$ cat src/rtl/pipe_skid_reg_pkg.sv
// ---------------------------------------------------------------------------
// pipe_skid_reg_pkg
// Shared definitions for the pipeline-stage skid register:
//   - state encoding (the state value doubles as the occupancy count)
//   - default payload width for each stage boundary
//   - bubble constants (MIPS nop / zero word)
// ---------------------------------------------------------------------------
package pipe_skid_reg_pkg;

    // State value equals the number of held entries, so occ is the state register.
    typedef enum logic [1:0] {
        ST_EMPTY = 2'd0,
        ST_FULL  = 2'd1,
        ST_SKID  = 2'd2
    } skid_state_t;

    // Payload widths per stage boundary.
    localparam int IFID_W = 64;    // {pc[31:0], inst[31:0]}

    // Bubble constants: an all-zero instruction word is a MIPS nop (sll $0,$0,0).
    localparam logic [31:0] ZERO_WORD = 32'h0000_0000;
    localparam logic [31:0] NOP_INST  = 32'h0000_0000;
    localparam logic [IFID_W-1:0] IFID_BUBBLE = {ZERO_WORD, NOP_INST};

endpackage

$ cat src/rtl/pipe_skid_reg_if.sv
// ---------------------------------------------------------------------------
// pipe_skid_reg_if
// Handshake bundle for one pipeline-stage boundary.
//   flush      : discard everything held plus this cycle's offer
//   in_valid   : upstream offers in_data
//   in_ready   : stage can accept (transfer on in_valid & in_ready)
//   in_data    : upstream payload
//   out_valid  : out_data holds a valid entry
//   out_ready  : downstream accepts (transfer on out_valid & out_ready)
//   out_data   : downstream payload (BUBBLE when out_valid is low)
//   occ        : number of held entries, 0..2
// Modports:
//   master : the environment around the stage (upstream + downstream side)
//   slave  : the stage register itself
// ---------------------------------------------------------------------------
interface pipe_skid_reg_if #(
    parameter int DATA_W = pipe_skid_reg_pkg::IFID_W
);
    logic              flush;
    logic              in_valid;
    logic              in_ready;
    logic [DATA_W-1:0] in_data;
    logic              out_valid;
    logic              out_ready;
    logic [DATA_W-1:0] out_data;
    logic [1:0]        occ;

    modport master (
        output flush,
        output in_valid,
        input  in_ready,
        output in_data,
        input  out_valid,
        output out_ready,
        input  out_data,
        input  occ
    );

    modport slave (
        input  flush,
        input  in_valid,
        output in_ready,
        input  in_data,
        output out_valid,
        input  out_ready,
        output out_data,
        output occ
    );
endinterface

$ cat src/rtl/pipe_skid_reg.sv
// ---------------------------------------------------------------------------
// pipe_skid_reg
// Pipeline-stage register with valid/ready handshake and a 2-entry skid
// buffer, so a stage boundary sustains one transfer per cycle even though
// in_ready is registered. A synchronous flush empties the stage and puts
// BUBBLE on out_data.
// Ports:
//   clk  : clock, all state updates on posedge
//   rst  : synchronous, active-high reset
//   bus  : pipe_skid_reg_if.slave (flush, in_* / out_* handshake, occ)
// Parameters:
//   DATA_W : payload width
//   BUBBLE : value driven on out_data whenever no valid entry is held
// Every output is taken directly from a flop; nothing on an input reaches
// an output within the same cycle.
// ---------------------------------------------------------------------------
module pipe_skid_reg
    import pipe_skid_reg_pkg::*;
#(
    parameter int                DATA_W = IFID_W,
    parameter logic [DATA_W-1:0] BUBBLE = '0
) (
    input  logic           clk,
    input  logic           rst,
    pipe_skid_reg_if.slave bus
);

    skid_state_t       r_state;
    logic              r_in_ready;
    logic              r_out_valid;
    logic [DATA_W-1:0] r_main;
    logic [DATA_W-1:0] r_skid;

    skid_state_t       w_state_nxt;
    logic [DATA_W-1:0] w_main_nxt;
    logic [DATA_W-1:0] w_skid_nxt;
    logic              w_acc;
    logic              w_pop;

    // Next-state / datapath steering
    always_comb begin
        w_state_nxt = r_state;
        w_main_nxt  = r_main;
        w_skid_nxt  = r_skid;
        w_acc       = bus.in_valid & r_in_ready;
        w_pop       = r_out_valid & bus.out_ready;

        if (bus.flush) begin
            // Offer and held entries are all dropped; skid contents are left
            // as they are because nothing reads them from EMPTY.
            w_state_nxt = ST_EMPTY;
        end else begin
            unique case (r_state)
                ST_EMPTY: begin
                    if (w_acc) begin
                        w_state_nxt = ST_FULL;
                        w_main_nxt  = bus.in_data;
                    end
                end
                ST_FULL: begin
                    if (w_acc && w_pop) begin
                        w_main_nxt = bus.in_data;
                    end else if (w_acc) begin
                        // Downstream stalled: park the new entry behind main.
                        w_state_nxt = ST_SKID;
                        w_skid_nxt  = bus.in_data;
                    end else if (w_pop) begin
                        w_state_nxt = ST_EMPTY;
                    end
                end
                ST_SKID: begin
                    // in_ready is low here, so only a pop can move the state.
                    if (w_pop) begin
                        w_state_nxt = ST_FULL;
                        w_main_nxt  = r_skid;
                    end
                end
                default: begin
                    w_state_nxt = ST_EMPTY;
                end
            endcase
        end

        // Keeps out_data == BUBBLE whenever out_valid is low.
        if (w_state_nxt == ST_EMPTY) begin
            w_main_nxt = BUBBLE;
        end
    end

    // State and storage registers
    always_ff @(posedge clk) begin
        if (rst) begin
            r_state     <= ST_EMPTY;
            r_in_ready  <= 1'b1;
            r_out_valid <= 1'b0;
            r_main      <= BUBBLE;
            r_skid      <= BUBBLE;
        end else begin
            r_state     <= w_state_nxt;
            // Handshake outputs are registered copies of the next-state decode.
            r_in_ready  <= (w_state_nxt != ST_SKID);
            r_out_valid <= (w_state_nxt != ST_EMPTY);
            r_main      <= w_main_nxt;
            r_skid      <= w_skid_nxt;
        end
    end

    assign bus.in_ready  = r_in_ready;
    assign bus.out_valid = r_out_valid;
    assign bus.out_data  = r_main;
    assign bus.occ       = r_state;

endmodule

$ cat src/flat_wrapper.sv
// flat-port wrapper written by rule: the top's interface ports become plain ports
module pipe_skid_reg_flat import pipe_skid_reg_pkg::*;
#(
    parameter int                DATA_W = IFID_W,
    parameter logic [DATA_W-1:0] BUBBLE = '0
)
  (clk, rst, bus_flush, bus_in_valid, bus_in_ready, bus_in_data, bus_out_valid, bus_out_ready, bus_out_data, bus_occ);
  pipe_skid_reg_if #(.DATA_W(DATA_W)) bus_i ();
  input  logic clk;
  input  logic rst;
  input wire logic [$bits(bus_i.flush)-1:0] bus_flush;
  input wire logic [$bits(bus_i.in_valid)-1:0] bus_in_valid;
  output wire logic [$bits(bus_i.in_ready)-1:0] bus_in_ready;
  input wire logic [$bits(bus_i.in_data)-1:0] bus_in_data;
  output wire logic [$bits(bus_i.out_valid)-1:0] bus_out_valid;
  input wire logic [$bits(bus_i.out_ready)-1:0] bus_out_ready;
  output wire logic [$bits(bus_i.out_data)-1:0] bus_out_data;
  output wire logic [$bits(bus_i.occ)-1:0] bus_occ;
  assign bus_i.flush = bus_flush;
  assign bus_i.in_valid = bus_in_valid;
  assign bus_in_ready = bus_i.in_ready;
  assign bus_i.in_data = bus_in_data;
  assign bus_out_valid = bus_i.out_valid;
  assign bus_i.out_ready = bus_out_ready;
  assign bus_out_data = bus_i.out_data;
  assign bus_occ = bus_i.occ;
  pipe_skid_reg #(.DATA_W(DATA_W), .BUBBLE(BUBBLE)) u_core (.clk(clk), .rst(rst), .bus(bus_i));
endmodule
$ cat config.mk
export PLATFORM = sky130hd
export DESIGN_NAME = pipe_skid_reg_flat
export DESIGN_NICKNAME = d
export VERILOG_FILES = /design/src/rtl/pipe_skid_reg_pkg.sv /design/src/rtl/pipe_skid_reg_if.sv /design/src/rtl/pipe_skid_reg.sv /design/src/flat_wrapper.sv
export SDC_FILE = /design/constraint.sdc
export NUM_CORES = 1
export LEC_CHECK = 0
export ABC_AREA = 1
export CORE_UTILIZATION = 54
export DETAILED_ROUTE_END_ITERATION = 8
export PLACE_DENSITY = 0.83
export SLEW_MARGIN = 20
export SYNTH_ARGS = -nofsm -noshare
export SYNTH_HDL_FRONTEND = slang
export SYNTH_SLANG_ARGS = --single-unit
$ cat constraint.sdc
create_clock -name clk -period 2.2 [get_ports clk]
set_input_delay 0.22 -clock clk [delete_from_list [all_inputs] [get_ports clk]]
set_output_delay 0.22 -clock clk [all_outputs]
set_load 0.005 [all_outputs]
==> Word-level counts from Yosys, hierarchy flattened <==
Cells that the tools add are included.
{ "op_classes": {"n_eq_ne": 6, "n_mux": 11, "bitwise": 4, "n_reduce_logical": 8} }
{ "op_table": {"columns": ["op", "n"], "rows": [
  ["2-to-1 mux 64 bit", 3],
  ["one-hot mux 64 bit (3 select lines)", 1],
  ["2-to-1 mux 2 bit", 6],
  ["inequality test 2 x 1 -> 1 bit, second input constant", 3],
  ["one-hot mux 2 bit (3 select lines)", 1],
  ["AND reduction 5 bit", 1],
  ["zero test 2 bit", 2],
  ["AND reduction 4 bit", 1],
  ["nonzero test 3 bit", 1],
  ["AND 1 bit", 2],
  ["== test 2 x 1 -> 1 bit, second input constant", 1],
  ["== test 2 bit, second input constant", 1],
  ["inequality test 2 bit, second input constant", 1],
  ["inverter 1 bit", 2],
  ["nonzero test 2 bit", 1],
  ["OR reduction 2 bit", 1],
  ["logical AND 1 bit", 1]
]} }
{ "word_totals": {"reg_bits": 132, "inputBits": 69, "output_inout_bits": 68, "elab_cells": 34} }

==> Longest topological paths before layout <==
{ "logic_depth": {"depth_word": 8, "depth_mapped": 11, "depth_no_buf": 9} }

==> Worst setup path after synthesis <==
No wires, ideal clock.
{ "synth_path": {"path_kind": "reg2reg", "from": "register u_core.r_state[0], in the netlist u_core.bus.occ[0]", "to": "register u_core.r_skid[58]", "setup_time_ns": 0.116, "arrival_ns": 1.220, "required_ns": 2.084, "setup_slack_ns": 0.864, "stages_incl_launch_ff": 8, "path_buffers": 2, "period_less_slack_ns": 1.336, "cell_sequence": "dfxtp_1 inv_1 nor3_1 nand2_1 buf_2 buf_2 o21ai_0 nor2_1"} }
{ "synth_between": {"elab_chain_cells": 2} }
{ "synth_lines": {"columns": ["item", "line", "source"], "rows": [
  ["start: declaration", "pipe_skid_reg.sv:28", "skid_state_t r_state;"],
  ["start signal: assignment", "pipe_skid_reg.sv:99", "r_state <= w_state_nxt;"],
  ["== test 2 x 1 -> 1 bit", "pipe_skid_reg.sv:53", "unique case (r_state)"],
  ["AND reduction 4 bit (no line)", null, null],
  ["end signal: assignment", "pipe_skid_reg.sv:104", "r_skid <= w_skid_nxt;"],
  ["end: declaration", "pipe_skid_reg.sv:32", "logic [DATA_W-1:0] r_skid;"]
]} }
No other way between the ends.
A chain may end at the register's enable or synchronous reset.

==> Final worst setup path <==
{ "layout_path": {"from": "register u_core.r_state[1], in the netlist u_core.bus.occ[1]", "to": "output bus_occ[1]"} }
{ "layout_lines": {"columns": ["item", "line", "source"], "rows": [
  ["end: declaration", "flat_wrapper.sv:18", "output wire logic [$bits(bus_i.occ)-1:0] bus_occ;"]
]} }
No word-level cell between the ends.

==> flow_summary.yaml <==
synthesis:
  syn_area_um2: 5950
  synth_warnings: 0
  syn_nets: 974
  synth_top_family_by_area: "simple AND/OR/NAND/NOR gates"
  ys_seq_area_share_pct: 44.4
  synthXorXnorAreaFrac_pct: 0
  yosys.area_share.simple_pct: 33.3
  syn_inst: 905
  ys_ff_latch: 132
  synthTopCellsByArea: "dfxtp_1 (44%), nand2_1 (19%), nand3_1 (8.8%), o21ai_0 (7.7%), nor2_1 (4.8%)"
  yosys.area.top_type: "dfxtp_1"
  synthAdderAreaFrac_pct: 0
  synth_top_area_share_pct: 44.4
  synth_mux_area_share_pct: 0
  syn_area_per_cell_um2: 6.57
  synth-compound-area-share_pct: 10.1
  synth_cell_types: 17
clock_tree:
  holdBufCountCts: 0
  cts-root-buf: "clkbuf_8"
  htreeDepth: 4
  cts-resized-gates: 0
  path_clk_slew_ps: 60
  numCtsBuffers: 17
  cts_sinks: 132
  cts_max_path_buffers: 2
  post_cts_buffers: 0
  cts_tree: "done"
  clk_latency_ps: 500
finish:
  drive_gt1_share_pct: 9.02
  fin_util_pct: 76.0
  syn_to_final_growth_pct: 34.4
  multi_input_area_um2: 2600
  fillCellCount: 824
  layout.nets: 1087
  n_antenna_cell: 0
  regArea_um2: 2640
  final_cells: 1167
grt:
  grt_pass1_vias: 5101
  grt_max_degree: 75
  grt_pass1_wl_um: 24400
  grtUsageTotal_pct: 26.8
  antenna_found_initial: 0
  overflow: 0
timing:
  setup_violations: 0
  rsz0062_at_grt: "no"
  fmax_ghz: 0.518
  min_period_ps: 1930
  hold_viol: 0
  setup_tns_ps: 0
  fin_ws_ps: 271
  drv_slew: 0
  finalClockSkew_ps: 10.9
  worst_slew_pin_slew_ps: 395
  relSlewSlack_pct: 73.7
  period_share_pct: 87.7
floorplan:
  coreArea_um2: 10500
  initial_utilization_pct: 56.6
  die_w_um: 107
  dieArea_um2: 11400
  rows: 37
  ios: 137
  die_h_um: 107
critical_path:
  end_kind: "output port"
  path_class: "reg2out"
  start_kind: "flip-flop"
  cp_max_fo: 23
  crit_arrival_ps: 1710
  cp.required_ps: 1980
route:
  vias_per_cell: 5.06
  drtIter0Drc: 347
  wirelength_um: 15000
  route.detailed.drc: 0
  routedWlPerCell_um: 12.8
  ant_nets: 0
  num_vias: 5905
  drt-pass1-iter-count: 5
placement:
  place_ws_ps: 418
  io_buffers: 136
  dpl.hpwl_um: 9620
  dp.cells: 1135
  place_congestion: 0.852
power:
  p_per_area_nw_per_um2: 759
  p_leak_nw: 3.87
  vdd_drop_max_v: 0.000534
job:
  drv_cap: 0
outcome:
  status: "completed"
hold_path:
  hp-class: "in2reg"
[state kept, by name (all words and copies together) (netlist names)]
register	flops
u_core.bus.in_ready	1
u_core.bus.occ	2
u_core.bus.out_data	64
u_core.bus.out_valid	1
u_core.r_skid	64
[power breakdown]
| part | leakage [nW] | internal [mW] | switching (mW) | total, mW |
|---|---|---|---|---|
| Sequential | 1.07 | 2.45 | 0.0272 | 2.47 |
| Combinational | 2.50 | 0.306 | 0.377 | 0.683 |
| Clock | 0.298 | 1.87 | 1.03 | 2.90 |
| Total | 3.87 | 4.62 | 1.44 | 6.06 |
[per-stage QoR]
stage	area, um^2	hold slack [ps]	total power, mW
floorplan	5950	370	2.91
global placement	7380	432	3.19
detailed placement	7380	439	3.20
CTS	7990	357	6.10
global route	7990	386	6.30
finish	7990	383	6.06
[final timing paths]
check	from	end	slack, ps	cells past startpoint
worst min-delay path	bus_in_data[17]	u_core.r_skid[17]	380	3
worst max-delay path	u_core.bus.occ[1]	bus_occ[1]	270	2
worst max register to register	u_core.bus.occ[0]	u_core.r_skid[49]	440	7
worst min register to register	u_core.r_skid[1]	u_core.r_skid[1]	450	2
[Yosys cell counts, drive strengths merged]
library cell / count
clkbuf: 15
nand2: 305
a21oi: 28
o21ai: 92
nor2: 79
inv: 99
nand3: 104
nor3: 1
buf: 50
dfxtp: 132
[layer usage]
| layer | global-route usage [%] | up-vias | share of wire (%) |
|---|---|---|---|
| met3 | 6.20 | 10 | 6.3 |
| met4 | 7.14 | 0 | 0.74 |
| met2 | 44.0 | 227 | 48 |
| met5 | 0 | - | 0 |
| met1 | 35.3 | 2636 | 45 |
| li1 | - | 3032 | - |
[layout make-up]
class | instances | share of cell area (%)
multi-input cells | 609 | 32.5
inverters | 99 | 4.65
repair buffers | 159 | 20.0
flip-flops and latches | 132 | 33.1
clock inverters | 13 | 2.27
clock buffers | 19 | 5.40
well taps | 136 | 2.13
[cell families (layout without fill, tap and decap cells)]
kind of cell,Yosys count,after routing
simple gates,489,489
buf+inv,164,290
flops,132,132
compound gates,120,120
[critical path: stages (launching register included)]
cell and delay, ps:
dfxtp_1 370, buf_4 290, clkdlybuf4s50_1 560
[cell usage in the layout (no fill, tap or decap)]
master,n
inv_1,68
inv_6,1
nand3_1,104
a21oi_1,28
o21ai_0,92
clkinvlp_4,2
nor3_1,1
bufinv_16,4
nor2_1,76
nor2_4,2
clkdlybuf4s50_1,136
nand2_2,5
nor2_2,1
clkbuf_1,1
nand2_1,300
clkbuf_8,2
buf_12,5
clkinv_2,4
dfxtp_1,132
clkinv_4,2
buf_4,18
inv_2,31
clkbuf_16,16
(Power assumes the default switching activity.)
